**config.mk**
```make
export PLATFORM = sky130hd
export DESIGN_NAME = uart_tx_feeder_flat
export DESIGN_NICKNAME = d
export VERILOG_FILES = /design/src/rtl/uart_pkg.sv /design/src/rtl/uart_tx_feeder_if.sv /design/src/rtl/uart_sync_fifo.sv /design/src/rtl/uart_tx_feeder.sv /design/src/flat_wrapper.sv
export SDC_FILE = /design/constraint.sdc
export NUM_CORES = 1
export LEC_CHECK = 0
export CAP_MARGIN = 20
export CORE_MARGIN = 2
export CORE_UTILIZATION = 45
export DETAILED_ROUTE_END_ITERATION = 12
export PLACE_DENSITY_LB_ADDON = 0.25
export SLEW_MARGIN = 20
export SYNTH_ARGS = -nofsm -noshare
export SYNTH_HDL_FRONTEND = slang
export SYNTH_SLANG_ARGS = --single-unit
export TNS_END_PERCENT = 100
```
**constraint.sdc**
```tcl
create_clock -name clock_i -period 3.35 [get_ports clock_i]
set_input_delay 0.335 -clock clock_i [delete_from_list [all_inputs] [get_ports clock_i]]
set_output_delay 0.335 -clock clock_i [all_outputs]
set_load 0.005 [all_outputs]
```
**src/rtl/uart_pkg.sv**
```systemverilog
// Shared UART definitions: byte type, transmit-feeder state encoding and
// default sizing constants for the feeder and its FIFO.
package uart_pkg;

    localparam int DEF_DEPTH         = 16;
    localparam int DEF_START_TIMEOUT = 32;
    localparam int DEF_GAP_CYCLES    = 0;

    typedef logic [7:0] uart_byte_t;

    typedef enum logic [2:0] {
        IDLE,
        LAUNCH,
        WAIT_START,
        WAIT_DONE,
        GAP
    } tx_feed_state_t;

    // Counter width large enough to hold the larger of two terminal counts.
    function automatic int cnt_width(input int a, input int b);
        int m;
        m = (a > b) ? a : b;
        return $clog2(m + 1) + 1;
    endfunction

endpackage

```
**src/rtl/uart_tx_feeder_if.sv**
```systemverilog
// Byte-write side and UART-core handshake of the transmit feeder.
// The master modport is the host/core side, the slave modport the feeder.
interface uart_tx_feeder_if
    import uart_pkg::*;
#(
    parameter int DEPTH = DEF_DEPTH
);
    localparam int LVL_W = $clog2(DEPTH) + 1;

    logic             wr_en_i;
    uart_byte_t       wr_data_i;
    logic             full_o;
    logic             empty_o;
    logic [LVL_W-1:0] level_o;
    logic             overflow_o;
    logic             txen_o;
    uart_byte_t       tx_data_o;
    logic             tx_ing_i;

    modport master (
        output wr_en_i, wr_data_i, tx_ing_i,
        input  full_o, empty_o, level_o, overflow_o, txen_o, tx_data_o
    );

    modport slave (
        input  wr_en_i, wr_data_i, tx_ing_i,
        output full_o, empty_o, level_o, overflow_o, txen_o, tx_data_o
    );

endinterface

```
**src/rtl/uart_sync_fifo.sv**
```systemverilog
// Synchronous FIFO with registered level/full/empty and an overflow pulse.
// Shared between the UART transmit and receive paths.
module uart_sync_fifo #(
    parameter int WIDTH = 8,
    parameter int DEPTH = 16,
    localparam int AW   = $clog2(DEPTH),
    localparam int LW   = AW + 1
) (
    input  logic             clock_i,
    input  logic             reset_i,
    input  logic             flush_i,
    input  logic             push_i,
    input  logic             pop_i,
    input  logic [WIDTH-1:0] wr_data_i,
    output logic [WIDTH-1:0] rd_data_o,
    output logic [LW-1:0]    level_o,
    output logic             full_o,
    output logic             empty_o,
    output logic             overflow_o
);

    logic [WIDTH-1:0] r_mem [DEPTH];
    logic [AW-1:0]    r_wr_ptr;
    logic [AW-1:0]    r_rd_ptr;
    logic [LW-1:0]    r_level;
    logic             r_full;
    logic             r_empty;
    logic             r_overflow;

    logic             w_push;
    logic             w_pop;
    logic [LW-1:0]    w_level_nxt;

    // Flush dominates both directions; a push is judged against the pre-edge
    // full flag, so a same-cycle pop never makes room for it.
    assign w_push      = push_i && !r_full && !flush_i && !reset_i;
    assign w_pop       = pop_i && !r_empty && !flush_i;
    assign w_level_nxt = r_level + LW'(w_push) - LW'(w_pop);

    always_ff @(posedge clock_i) begin
        if (w_push) begin
            r_mem[r_wr_ptr] <= wr_data_i;
        end
    end

    always_ff @(posedge clock_i) begin
        if (reset_i || flush_i) begin
            r_wr_ptr   <= '0;
            r_rd_ptr   <= '0;
            r_level    <= '0;
            r_full     <= 1'b0;
            r_empty    <= 1'b1;
            r_overflow <= 1'b0;
        end else begin
            if (w_push) r_wr_ptr <= r_wr_ptr + AW'(1);
            if (w_pop)  r_rd_ptr <= r_rd_ptr + AW'(1);
            r_level    <= w_level_nxt;
            r_full     <= (w_level_nxt == LW'(DEPTH));
            r_empty    <= (w_level_nxt == '0);
            r_overflow <= push_i && r_full;
        end
    end

    assign rd_data_o  = r_mem[r_rd_ptr];
    assign level_o    = r_level;
    assign full_o     = r_full;
    assign empty_o    = r_empty;
    assign overflow_o = r_overflow;

endmodule

```
**src/rtl/uart_tx_feeder.sv**
```systemverilog
// Queues host bytes and launches them one at a time into the UART core,
// with an optional post-frame idle gap and a start-of-frame watchdog.
module uart_tx_feeder
    import uart_pkg::*;
#(
    parameter int DEPTH         = DEF_DEPTH,
    parameter int START_TIMEOUT = DEF_START_TIMEOUT,
    parameter int GAP_CYCLES    = DEF_GAP_CYCLES
) (
    input  logic               clock_i,
    input  logic               reset_i,
    input  logic               enable_i,
    input  logic               flush_i,
    uart_tx_feeder_if.slave    tx_bus,
    output logic               busy_o,
    output logic               timeout_o
);

    localparam int CW       = cnt_width(START_TIMEOUT, GAP_CYCLES);
    localparam int TO_LAST  = (START_TIMEOUT > 1) ? START_TIMEOUT - 1 : 0;
    localparam int GAP_LAST = (GAP_CYCLES > 0) ? GAP_CYCLES - 1 : 0;

    tx_feed_state_t r_state;
    logic [CW-1:0]  r_cnt;
    logic           r_txen;
    uart_byte_t     r_tx_data;
    logic           r_busy;
    logic           r_timeout;

    uart_byte_t     w_head;
    logic           w_empty;
    logic           w_pop;

    assign w_pop = (r_state == LAUNCH);

    uart_sync_fifo #(
        .WIDTH (8),
        .DEPTH (DEPTH)
    ) u_fifo (
        .clock_i    (clock_i),
        .reset_i    (reset_i),
        .flush_i    (flush_i),
        .push_i     (tx_bus.wr_en_i),
        .pop_i      (w_pop),
        .wr_data_i  (tx_bus.wr_data_i),
        .rd_data_o  (w_head),
        .level_o    (tx_bus.level_o),
        .full_o     (tx_bus.full_o),
        .empty_o    (w_empty),
        .overflow_o (tx_bus.overflow_o)
    );

    // r_cnt counts cycles since the launch strobe, the LAUNCH cycle included,
    // so the watchdog fires START_TIMEOUT cycles after txen.
    always_ff @(posedge clock_i) begin
        if (reset_i) begin
            r_state   <= IDLE;
            r_cnt     <= '0;
            r_txen    <= 1'b0;
            r_tx_data <= '0;
            r_busy    <= 1'b0;
            r_timeout <= 1'b0;
        end else begin
            r_txen    <= 1'b0;
            r_timeout <= 1'b0;
            case (r_state)
                IDLE: begin
                    if (enable_i && !w_empty && !flush_i) begin
                        r_state   <= LAUNCH;
                        r_txen    <= 1'b1;
                        r_tx_data <= w_head;
                        r_busy    <= 1'b1;
                    end
                end
                LAUNCH: begin
                    r_state <= WAIT_START;
                    r_cnt   <= CW'(1);
                end
                WAIT_START: begin
                    if (tx_bus.tx_ing_i) begin
                        r_state <= WAIT_DONE;
                    end else if (r_cnt >= CW'(TO_LAST)) begin
                        r_state   <= IDLE;
                        r_busy    <= 1'b0;
                        r_timeout <= 1'b1;
                    end else begin
                        r_cnt <= r_cnt + CW'(1);
                    end
                end
                WAIT_DONE: begin
                    if (!tx_bus.tx_ing_i) begin
                        if (GAP_CYCLES > 0) begin
                            r_state <= GAP;
                            r_cnt   <= '0;
                        end else begin
                            r_state <= IDLE;
                            r_busy  <= 1'b0;
                        end
                    end
                end
                GAP: begin
                    if (r_cnt >= CW'(GAP_LAST)) begin
                        r_state <= IDLE;
                        r_busy  <= 1'b0;
                    end else begin
                        r_cnt <= r_cnt + CW'(1);
                    end
                end
                default: begin
                    r_state <= IDLE;
                    r_busy  <= 1'b0;
                end
            endcase
        end
    end

    assign tx_bus.empty_o   = w_empty;
    assign tx_bus.txen_o    = r_txen;
    assign tx_bus.tx_data_o = r_tx_data;
    assign busy_o           = r_busy;
    assign timeout_o        = r_timeout;

endmodule

```
**src/flat_wrapper.sv**
```systemverilog
// flat-port wrapper written by rule: the top's interface ports become plain ports
module uart_tx_feeder_flat import uart_pkg::*;
#(
    parameter int DEPTH         = DEF_DEPTH,
    parameter int START_TIMEOUT = DEF_START_TIMEOUT,
    parameter int GAP_CYCLES    = DEF_GAP_CYCLES
)
  (clock_i, reset_i, enable_i, flush_i, busy_o, timeout_o, tx_bus_wr_en_i, tx_bus_wr_data_i, tx_bus_tx_ing_i, tx_bus_full_o, tx_bus_empty_o, tx_bus_level_o, tx_bus_overflow_o, tx_bus_txen_o, tx_bus_tx_data_o);
  uart_tx_feeder_if #(.DEPTH(DEPTH)) tx_bus_i ();
  input  logic clock_i;
  input  logic reset_i;
  input  logic enable_i;
  input  logic flush_i;
  output logic busy_o;
  output logic timeout_o;
  input wire logic [$bits(tx_bus_i.wr_en_i)-1:0] tx_bus_wr_en_i;
  input wire logic [$bits(tx_bus_i.wr_data_i)-1:0] tx_bus_wr_data_i;
  input wire logic [$bits(tx_bus_i.tx_ing_i)-1:0] tx_bus_tx_ing_i;
  output wire logic [$bits(tx_bus_i.full_o)-1:0] tx_bus_full_o;
  output wire logic [$bits(tx_bus_i.empty_o)-1:0] tx_bus_empty_o;
  output wire logic [$bits(tx_bus_i.level_o)-1:0] tx_bus_level_o;
  output wire logic [$bits(tx_bus_i.overflow_o)-1:0] tx_bus_overflow_o;
  output wire logic [$bits(tx_bus_i.txen_o)-1:0] tx_bus_txen_o;
  output wire logic [$bits(tx_bus_i.tx_data_o)-1:0] tx_bus_tx_data_o;
  assign tx_bus_i.wr_en_i = tx_bus_wr_en_i;
  assign tx_bus_i.wr_data_i = tx_bus_wr_data_i;
  assign tx_bus_i.tx_ing_i = tx_bus_tx_ing_i;
  assign tx_bus_full_o = tx_bus_i.full_o;
  assign tx_bus_empty_o = tx_bus_i.empty_o;
  assign tx_bus_level_o = tx_bus_i.level_o;
  assign tx_bus_overflow_o = tx_bus_i.overflow_o;
  assign tx_bus_txen_o = tx_bus_i.txen_o;
  assign tx_bus_tx_data_o = tx_bus_i.tx_data_o;
  uart_tx_feeder #(.DEPTH(DEPTH), .START_TIMEOUT(START_TIMEOUT), .GAP_CYCLES(GAP_CYCLES)) u_core (.clock_i(clock_i), .reset_i(reset_i), .enable_i(enable_i), .flush_i(flush_i), .tx_bus(tx_bus_i), .busy_o(busy_o), .timeout_o(timeout_o));
endmodule
```
==> impl_results.rst <==
.. list-table::
   :header-rows: 1

   * - Metric
     - Value
   * - Status
     - completed
   * - Worst setup path startpoint
     - flush_i
   * - DRC violation count after routing
     - 0
   * - Met2 Routed Length
     - 5770 µm
   * - Clock buffer count from CTS
     - 17
   * - Static leakage
     - 0.00253 µW
   * - Final weighted congestion in routability-driven placement
     - 0.769
   * - Count of nets after finishing
     - about 460
   * - Startpoint of the worst hold path
     - u_core.r_cnt[6]$_SDFFE_PP0P_
   * - Top cells by area in the synthesized netlist
     - edfxtp_1 59%, dfxtp_1 11%, mux4_2 11%, ha_1 2.1%, nor2_1 2.0%
   * - Via count of the first global-routing pass
     - 3,525
   * - Number of synthesized register bits
     - 164
   * - Core box area
     - 0.0140 mm²
   * - Class of the most critical hold timing path
     - reg2reg
   * - Routed wirelength normalized by instance count
     - 19.6 µm
   * - Highest routed metal layer
     - met4
   * - Setup crit end kind
     - flip-flop
   * - Final Setup Violations
     - 0
   * - Die area
     - 0.0154 mm²
   * - Remaining max-slew budget at the tightest pin
     - 0.518
   * - Cell internal power dissipation
     - 3280 µW
   * - Power per cell area
     - 537 mW/mm²
   * - Leading area contributor after synthesis
     - edfxtp_1
   * - Count of antenna-violating nets left after detailed routing
     - 0
   * - Metal3 WL
     - between 500 and 600 µm
   * - Post-DP HPWL
     - 7700 µm
   * - Fraction of the cycle the final worst path needs
     - 0.799
   * - Residual overflow from global routing
     - 0
   * - Post-synth top area share
     - 0.591
   * - Total wirelength of the detailed-routed design
     - 12,200 µm
   * - Initial detailed-routing violation count
     - around 150
   * - Number of hold buffers added after CTS
     - 0
   * - Number of gates resized after cts
     - 0
   * - Height of the die
     - 124 µm
   * - Maximum clock rate
     - ~370 MHz
   * - Count of synthesis-stage warnings from yosys
     - 0
   * - Most common library cell in the layout ignoring fill and taps
     - edfxtp_1
   * - Highest ir drop seen on vdd
     - 0.000434 V
   * - Syn nets
     - between 300 and 400
   * - Netlist cell types
     - 43
   * - Synthesized area divided by synthesized cell count
     - 17.6 µm²
   * - Count of maximum capacitance violations
     - 0
   * - Arrival time at the worst endpoint
     - 3000 ps
   * - Reg power frac
     - 0.531
   * - First-pass iteration count of the detailed router
     - 6
   * - Final Max Slew Viols
     - 0
   * - Least-Margin Pin Slew
     - 721 ps
   * - Worst flop-to-flop path startpoint
     - u_core.u_fifo.full_o$_SDFF_PP0_
   * - Starting Density
     - 0.465
   * - Net switching power of the design
     - 856 µW
   * - Clock edge transition at the registers on the reported setup and hold paths
     - ~60 ps
   * - Fillers
     - about 1,100
   * - Sum of internal, switching and leakage power
     - 4140 µW
   * - Detail-routed via count per cell
     - 5.46
   * - Maximum fanout along the worst path
     - 5
   * - Overall routing resource usage
     - 0.172
   * - Largest buffer count on any clock path
     - 2
   * - Total of buffers placed on input and output ports
     - 32
   * - Number of setup buffers added after CTS
     - 0
   * - Clock latency reported for the late side of the worst-skew pair
     - 430 ps
   * - Detailed-route via count
     - 3,401
   * - Number of rows created at floorplan
     - 43
   * - Post-Syn Area
     - 0.00651 mm²
   * - Share of final-layout standard cells stronger than drive strength 1
     - 0.242
   * - Final setup skew
     - 9.52 ps
   * - Clk root buf
     - clkbuf_16
   * - Cell total after placement
     - 591
   * - Largest net degree at the start of global routing
     - 34
   * - Post-synthesis cell count
     - 370
   * - Sequential-to-total area share from yosys stat
     - 0.701
   * - CTS tree
     - done
   * - Number of cells in the finished layout apart from fillers
     - 623
   * - Setup repair after global routing missed its margin
     - no
   * - Final hold violation count
     - 0
   * - Gate power share
     - 0.018
   * - IO Pins
     - 33
   * - Net switching share of the total power
     - 0.207
   * - Clock network fraction of total power
     - 0.451
   * - Antenna violations before repair
     - 0
   * - Metal1 wirelength
     - between 5000 and 6000 µm
   * - Post-Route Utilization
     - 0.551
   * - Number of inserted diodes
     - 0
   * - CP required
     - 3680 ps
   * - Launching element type of the critical path
     - primary input
   * - DIE WIDTH
     - 124 µm
   * - Most frequent cells in the layout
     - 128 x edfxtp_1, 35 x dfxtp_1, 34 x nor2_1
   * - Number of sinks driven by the clock tree
     - 164
   * - Wire length of the first global-routing pass
     - 19,800 µm
   * - Kind of critical path
     - in2reg
   * - Final critical delay including setup and external delays
     - 2680 ps
   * - Final total negative setup slack
     - 0 ps
   * - H-tree depth
     - 4
   * - Synthesis-to-finish area growth
     - 18.5%
-- layout make-up --
type	instances	area, µm²	share of cell area
clock buffers	20	447	0.0579
flip-flops and latches	164	4570	0.592
inverters	11	41.3	0.00535
well taps	180	225	0.0292
repair buffers	56	513	0.0665
clock inverters	12	121	0.0157
multi-input cells	180	1800	0.233
-- stage by stage --
step | worst slack [ps] | hold slack, ps | cell area, µm²
2_1_floorplan | 654 | 421 | 6510
3_3_place_gp | 353 | 434 | 7140
3_5_place_dp | 235 | 445 | 7140
4_1_cts | 682 | 460 | 7710
5_1_grt | 447 | 479 | 7710
6_report | 672 | 454 | 7710
-- registers in the layout, summed over array words and instances (netlist names), 2 cells and up --
signal / cells
u_core.u_fifo.r_mem: 128
u_core.tx_bus.tx_data_o: 8
u_core.r_cnt: 7
u_core.u_fifo.level_o: 5
u_core.u_fifo.r_rd_ptr: 4
u_core.u_fifo.r_wr_ptr: 4
u_core.r_state: 2
-- worst paths after layout --
kind / endpoint / slack, ps / cells past startpoint
setup / recovery: u_core.u_fifo.full_o$_SDFF_PP0_ / 670 / 11
hold / removal: u_core.r_cnt[6]$_SDFFE_PP0P_ / 450 / 1
setup reg to reg: u_core.u_fifo.full_o$_SDFF_PP0_ / 850 / 10
hold reg to reg: u_core.r_cnt[6]$_SDFFE_PP0P_ / 450 / 1
-- cell usage after synthesis, drive strengths merged --
cell type	number
a211o	1
a211oi	2
a21o	3
a21oi	5
a221o	8
a31oi	1
and2	7
and2b	1
and3	3
buf	7
clkbuf	8
dfxtp	36
edfxtp	128
fa	1
ha	11
inv	11
mux2	9
mux2i	10
mux4	31
nand2	10
nand2b	2
nand3	1
nand4	3
nor2	34
nor3	7
nor3b	1
nor4	1
nor4b	3
o21a	3
o31ai	3
or2	3
or3	2
or3b	2
or4	1
or4b	1
xnor2	6
xor2	4
-- kinds of logic (layout without fill, tap and decap cells) --
group,after synthesis,count (layout),synth area share
DFF,164,164,0.701
xor gates and xnor gates,10,10,0.0135
muxes,50,50,0.138
buffers and inverters,26,99,0.0221
AOI/OAI and AO/OA,26,26,0.0321
adders and majority gates,12,12,0.0242
and+or+nand+nor,82,82,0.0684
-- worst max-delay path, cell delays in order --
cell and delay (ps):
clkdlybuf4s50_1 500, nor4b_2 390, inv_1 80, ha_1 280, inv_1 50, ha_1 210, fa_1 400, a21o_1 170
a21oi_1 170, xnor2_1 170, nor4b_1 250
-- routing by layer --
metal	GRT usage	vias up
li1	-	1566
met1	0.233	1731
met2	0.263	84
met3	0.0464	20
met4	0.0767	0
met5	0	-
-- power by group through the flow --
stage	logic, µW	clock network (µW)	registers, µW
after floorplan	25.4	0	2240
after global placement	73.0	0	2240
after detailed placement	76.3	0	2240
after CTS	76.5	1910	2200
after global routing	83.2	1990	2200
final	75.0	1870	2200
Power figures use the tool's default switching activity.
